## config.mk

```make
export PLATFORM = sky130hd
export DESIGN_NAME = data_memory_arbiter
export DESIGN_NICKNAME = d
export VERILOG_FILES = /design/src/rtl/hc_mem_pkg.sv /design/src/rtl/data_memory_arbiter_rr_arb2.sv /design/src/rtl/data_memory_arbiter.sv
export SDC_FILE = /design/constraint.sdc
export NUM_CORES = 1
export LEC_CHECK = 0
export BUFFER_PORTS_ARGS = -buffer_cell sky130_fd_sc_hd__clkbuf_2
export CAP_MARGIN = 20
export CORE_MARGIN = 5
export CORE_UTILIZATION = 42
export CTS_BUF_LIST = sky130_fd_sc_hd__clkbuf_8
export CTS_CLUSTER_DIAMETER = 80
export CTS_CLUSTER_SIZE = 16
export DETAILED_ROUTE_END_ITERATION = 12
export PLACE_DENSITY = 0.84
export SYNTH_ARGS = -nofsm -noshare
export SYNTH_HDL_FRONTEND = slang
export SYNTH_HIERARCHICAL = 1
export SYNTH_SLANG_ARGS = --single-unit
```

## constraint.sdc

```tcl
create_clock -name clk -period 1.8 [get_ports clk]
set_input_delay 0.09 -clock clk [delete_from_list [all_inputs] [get_ports clk]]
set_output_delay 0.09 -clock clk [all_outputs]
set_load 0.005 [all_outputs]
```

## src/rtl/hc_mem_pkg.sv

```systemverilog
// hc_mem_pkg
// Shared definitions for the data memory subsystem: requester index
// constants used to pack/unpack per-requester vectors, and the address
// width derivation used by data_memory, the arbiter and the CPU.
package hc_mem_pkg;

    localparam int REQ_A = 0;   // Beta CPU datapath
    localparam int REQ_B = 1;   // game-logic / display refresh engine

    // Address width for a memory of 'depth' words (at least one bit so a
    // single-word memory still has a legal port).
    function automatic int addr_width(input int depth);
        return (depth > 1) ? $clog2(depth) : 1;
    endfunction

endpackage

```

## src/rtl/data_memory_arbiter_rr_arb2.sv

```systemverilog
// rr_arb2
// Two-way round-robin arbiter. Holds the priority pointer and turns the
// request vector into a one-hot (or zero) grant vector in the same cycle.
// Ports:
//   clk  - clock
//   rst  - synchronous active-high reset (pointer favours A, no grants)
//   req  - request vector, bit REQ_A / REQ_B
//   gnt  - combinational grant vector, never more than one bit set
module rr_arb2
    import hc_mem_pkg::*;
(
    input  logic       clk,
    input  logic       rst,
    input  logic [1:0] req,
    output logic [1:0] gnt
);

    // 0 = A favoured, 1 = B favoured
    logic prio_reg;

    always_comb begin
        gnt = 2'b00;
        if (!rst) begin
            if (req[REQ_A] && req[REQ_B]) begin
                gnt[REQ_B] = prio_reg;
                gnt[REQ_A] = ~prio_reg;
            end else begin
                gnt = req;
            end
        end
    end

    // The winner hands priority to the other port; idle cycles keep it.
    always_ff @(posedge clk) begin
        if (rst) begin
            prio_reg <= 1'b0;
        end else if (gnt[REQ_A]) begin
            prio_reg <= 1'b1;
        end else if (gnt[REQ_B]) begin
            prio_reg <= 1'b0;
        end
    end

endmodule

```

## src/rtl/data_memory_arbiter.sv

```systemverilog
// data_memory_arbiter
// Round-robin arbiter and sequencer in front of data_memory (one write
// port, one combinational read port). Requesters A and B issue single-word
// reads or writes; at most one is granted per cycle. Writes commit at the
// grant edge, read data is registered and returned one cycle after grant.
// Ports:
//   clk, rst                       - clock, synchronous active-high reset
//   a_req/a_we/a_addr/a_wdata      - requester A transaction (held until gnt)
//   a_gnt                          - combinational grant to A
//   a_rvalid/a_rdata               - registered read return to A
//   b_*                            - same for requester B
//   mem_waddr/mem_write_data/mem_write_en - data_memory write port
//   mem_raddr/mem_read_data        - data_memory read port
module data_memory_arbiter
    import hc_mem_pkg::*;
#(
    parameter int SIZE  = 16,
    parameter int DEPTH = 64,
    localparam int AW   = addr_width(DEPTH)
) (
    input  logic            clk,
    input  logic            rst,

    input  logic            a_req,
    input  logic            a_we,
    input  logic [AW-1:0]   a_addr,
    input  logic [SIZE-1:0] a_wdata,
    output logic            a_gnt,
    output logic            a_rvalid,
    output logic [SIZE-1:0] a_rdata,

    input  logic            b_req,
    input  logic            b_we,
    input  logic [AW-1:0]   b_addr,
    input  logic [SIZE-1:0] b_wdata,
    output logic            b_gnt,
    output logic            b_rvalid,
    output logic [SIZE-1:0] b_rdata,

    output logic [AW-1:0]   mem_waddr,
    output logic [SIZE-1:0] mem_write_data,
    output logic            mem_write_en,
    output logic [AW-1:0]   mem_raddr,
    input  logic [SIZE-1:0] mem_read_data
);

    logic [1:0]            req_vec;
    logic [1:0]            gnt_vec;
    logic [1:0]            we_vec;
    logic [1:0]            rvalid_reg;
    logic [1:0][SIZE-1:0]  rdata_reg;
    logic                  sel_b;

    assign req_vec[REQ_A] = a_req;
    assign req_vec[REQ_B] = b_req;
    assign we_vec[REQ_A]  = a_we;
    assign we_vec[REQ_B]  = b_we;

    rr_arb2 u_arb (
        .clk (clk),
        .rst (rst),
        .req (req_vec),
        .gnt (gnt_vec)
    );

    assign a_gnt = gnt_vec[REQ_A];
    assign b_gnt = gnt_vec[REQ_B];

    // B steers the memory only when granted; otherwise A's fields sit on
    // the ports so the address mux is a single select bit.
    assign sel_b          = gnt_vec[REQ_B];
    assign mem_waddr      = sel_b ? b_addr  : a_addr;
    assign mem_raddr      = sel_b ? b_addr  : a_addr;
    assign mem_write_data = sel_b ? b_wdata : a_wdata;
    assign mem_write_en   = |(gnt_vec & we_vec);

    // Read return: the grant edge captures the combinational read data, so
    // a write granted in the previous cycle is already visible here.
    always_ff @(posedge clk) begin
        if (rst) begin
            rvalid_reg <= 2'b00;
            rdata_reg  <= '0;
        end else begin
            for (int i = 0; i < 2; i++) begin
                rvalid_reg[i] <= gnt_vec[i] & ~we_vec[i];
                if (gnt_vec[i] && !we_vec[i]) begin
                    rdata_reg[i] <= mem_read_data;
                end
            end
        end
    end

    assign a_rvalid = rvalid_reg[REQ_A];
    assign a_rdata  = rdata_reg[REQ_A];
    assign b_rvalid = rvalid_reg[REQ_B];
    assign b_rdata  = rdata_reg[REQ_B];

endmodule

```

==> flow_summary.json <==
{
  "end_kind": "primary output",
  "slowest_stage": "dfxtp_2",
  "dr.first_iter.drc_count": 24,
  "crit_family": "buffers and inverters",
  "reg2reg_to": "b_rdata[5]",
  "die_y_um": 75.3,
  "ioPinCount": 131,
  "min_path_type": "in -> reg",
  "cts.sinks": 35,
  "period_share_pct": 95.9,
  "worst_setup_path_start_kind": "register",
  "clk_latency_ns": 0.28,
  "crit_required_ns": 1.71,
  "maxCapViolCount": 0,
  "status": "finished, final reports clean",
  "whs_endpoint": "u_arb/prio_reg",
  "synth_ff_type": "dfxtp_1",
  "final_nets": 361,
  "yosysUniqueCellTypes": 17,
  "cts_made_buffers": 5,
  "cts_hold_buf": 0,
  "tightest_slew_ns": 0.362,
  "cts.path.max_buffers": 2,
  "synth_nets": 233,
  "grt_util_all_layers_pct": 16.3,
  "drcViolationCount": 0,
  "grt_pass1_wl_um": 7150,
  "post-route-util_pct": 63.6,
  "cts_tree": "yes",
  "grt_max_degree": 42,
  "dr.pass1.iters": 3,
  "syn-mean-instance-area_um2": 10.7,
  "fin_cells": 346,
  "maxSlewHeadroom_pct": 75.9,
  "n_antenna_cell": 0,
  "critPathMaxStageDelay_ns": 0.35,
  "drive_gt1_share_pct": 57.8,
  "synth_top_area_share_pct": 39.1,
  "antenna_found_initial": 0,
  "drv_slew": 0,
  "path_cells": "nor2b_1 > nor3b_4 > buf_6 > clkbuf_16 > mux2_2 > clkbuf_2",
  "synthMostInstantiatedCell": "nand2b_1",
  "synth-edff-count": 0,
  "arrival_ns": 1.64,
  "grt_pass1_vias": 1592,
  "dpl.cell_count": 334,
  "routed_wl_um": 4610,
  "gp_congestion": 0.716,
  "fin_hold_ws_ns": 0.0325,
  "start_util_pct": 44.2,
  "hp-start": "a_req",
  "vias": 1548,
  "synthCells": 167,
  "design_area_um2": 2580,
  "root_buffer": "clkbuf_8",
  "numPortBuffers": 130,
  "async_flop_share_pct": 0,
  "core_area_um2": 4060,
  "grt.overflow.total": 0,
  "die-area_um2": 5680,
  "min_path_cells": 2,
  "critPathBufInv": 3,
  "ys_ff_latch": 35,
  "rsz0062_at_grt": "false",
  "h-tree-depth": 2,
  "critPathKind": "reg -> out",
  "r2r-start": "u_arb/prio_reg",
  "report.final.hold_viol_count": 0,
  "row_count": 23,
  "total_leakage_power_nw": 1.33,
  "path_max_fanout": 12,
  "die_x_um": 75.3,
  "setup_viol": 0,
  "yosys-top-cells-area": "dfxtp_1, mux2i_1, nand2b_1",
  "fin_skew_ns": 0.00197,
  "yosysTopAreaCell": "dfxtp_1",
  "via_per_inst": 4.47,
  "routedWlPerCell_um": 13.3,
  "ys_top_cells_by_count": "nand2b_1, dfxtp_1, mux2i_1",
  "dp_hpwl_um": 3650,
  "setup_ws_ns": 0.0744,
  "power.density_nw_per_um2": 645,
  "reg2reg_depth": 8,
  "path_clk_slew_ns": 0.06,
  "finalCriticalPeriod_ns": 1.73,
  "max_freq_mhz": 580,
  "dp_worst_setup_slack_ns": 0.282,
  "total_power_mw": 1.67,
  "vdd_drop_max_uv": 418,
  "area_delta_synth_final_pct": 43.9,
  "netlist_area_um2": 1790,
  "fin_setup_tns_ns": 0,
  "yosys_warnings": 6,
  "yosysSeqAreaShare_pct": 39.1,
  "dpl-instance-area_um2": 2430,
  "rrSetupSlack_ns": 0.16,
  "postRouteAntennaNets": 0
}
-- worst max-delay path by stage --
stage	from	endpoint	cells after the start
2_1_floorplan	u_arb/prio_reg	mem_waddr[0]	6
3_3_place_gp	u_arb/prio_reg	b_rdata[9]	6
3_5_place_dp	u_arb/prio_reg	b_rdata[4]	6
4_1_cts	u_arb/prio_reg	mem_waddr[4]	5
5_1_grt	u_arb/prio_reg	mem_write_data[11]	6
6_report	u_arb/prio_reg	mem_write_data[7]	6
-- report_power, final --
part / leakage [nW] / internal [mW] / switching (mW)
Combinational: 1.00 / 0.202 / 0.133
Clock: 0.0505 / 0.260 / 0.257
Sequential: 0.284 / 0.800 / 0.0132
Total: 1.33 / 1.26 / 0.403
-- layout by cell type (no fill, tap or decap) --
cell and instances:
a21oi_2 1, a22o_1 1, and2_1 1, buf_12 1, buf_4 5, buf_6 1, clkbuf_16 2, clkbuf_2 130
clkbuf_8 5, clkinv_2 1, dfxtp_1 34, dfxtp_2 1, inv_1 2, mux2_2 22, mux2i_1 32, nand2b_1 50
nor2_1 2, nor2b_1 2, nor2b_4 1, nor3b_4 1, o21a_1 1
-- worst register-to-register path: cells and delay by family (launching register included) --
family                 cells  cell delay (ns)
buffers and inverters      4             0.65
and+or+nand+nor            3             0.37
DFF                        1             0.35
muxes                      1             0.21
-- metal layers --
metal / vias to the layer above / share of wire, % / global-route usage, %
met3: 5 / 7.1 / 4.35
li1: 804 / - / -
met1: 683 / 42 / 19.4
met5: - / 0 / 0
met2: 56 / 50 / 28.0
met4: 0 / 1.2 / 5.83
-- logic make-up after synthesis --
family | synth area share, %
flip-flops | 39.1
AND/OR/NAND/NOR | 20.4
multiplexers | 31.7
AO/OA/AOI/OAI | 1.40
buffers and inverters | 7.47
-- layout make-up --
| cell class | count | area, µm² |
|---|---|---|
| repair buffers | 139 | 769 |
| flip-flops and latches | 35 | 702 |
| multi-input cells | 114 | 965 |
| fillers | 351 | 1480 |
| clock inverters | 3 | 12.5 |
| well taps | 50 | 62.6 |
| clock buffers | 5 | 68.8 |
-- repair_timing --
action | CTS | global route
buffers inserted | 0 | 2
resized for setup | 0 | 2
endpoints found under the hold margin | 0 | 0
endpoints found under the setup margin | 0 | 12
Note: power is estimated with default switching activity, not from simulation.
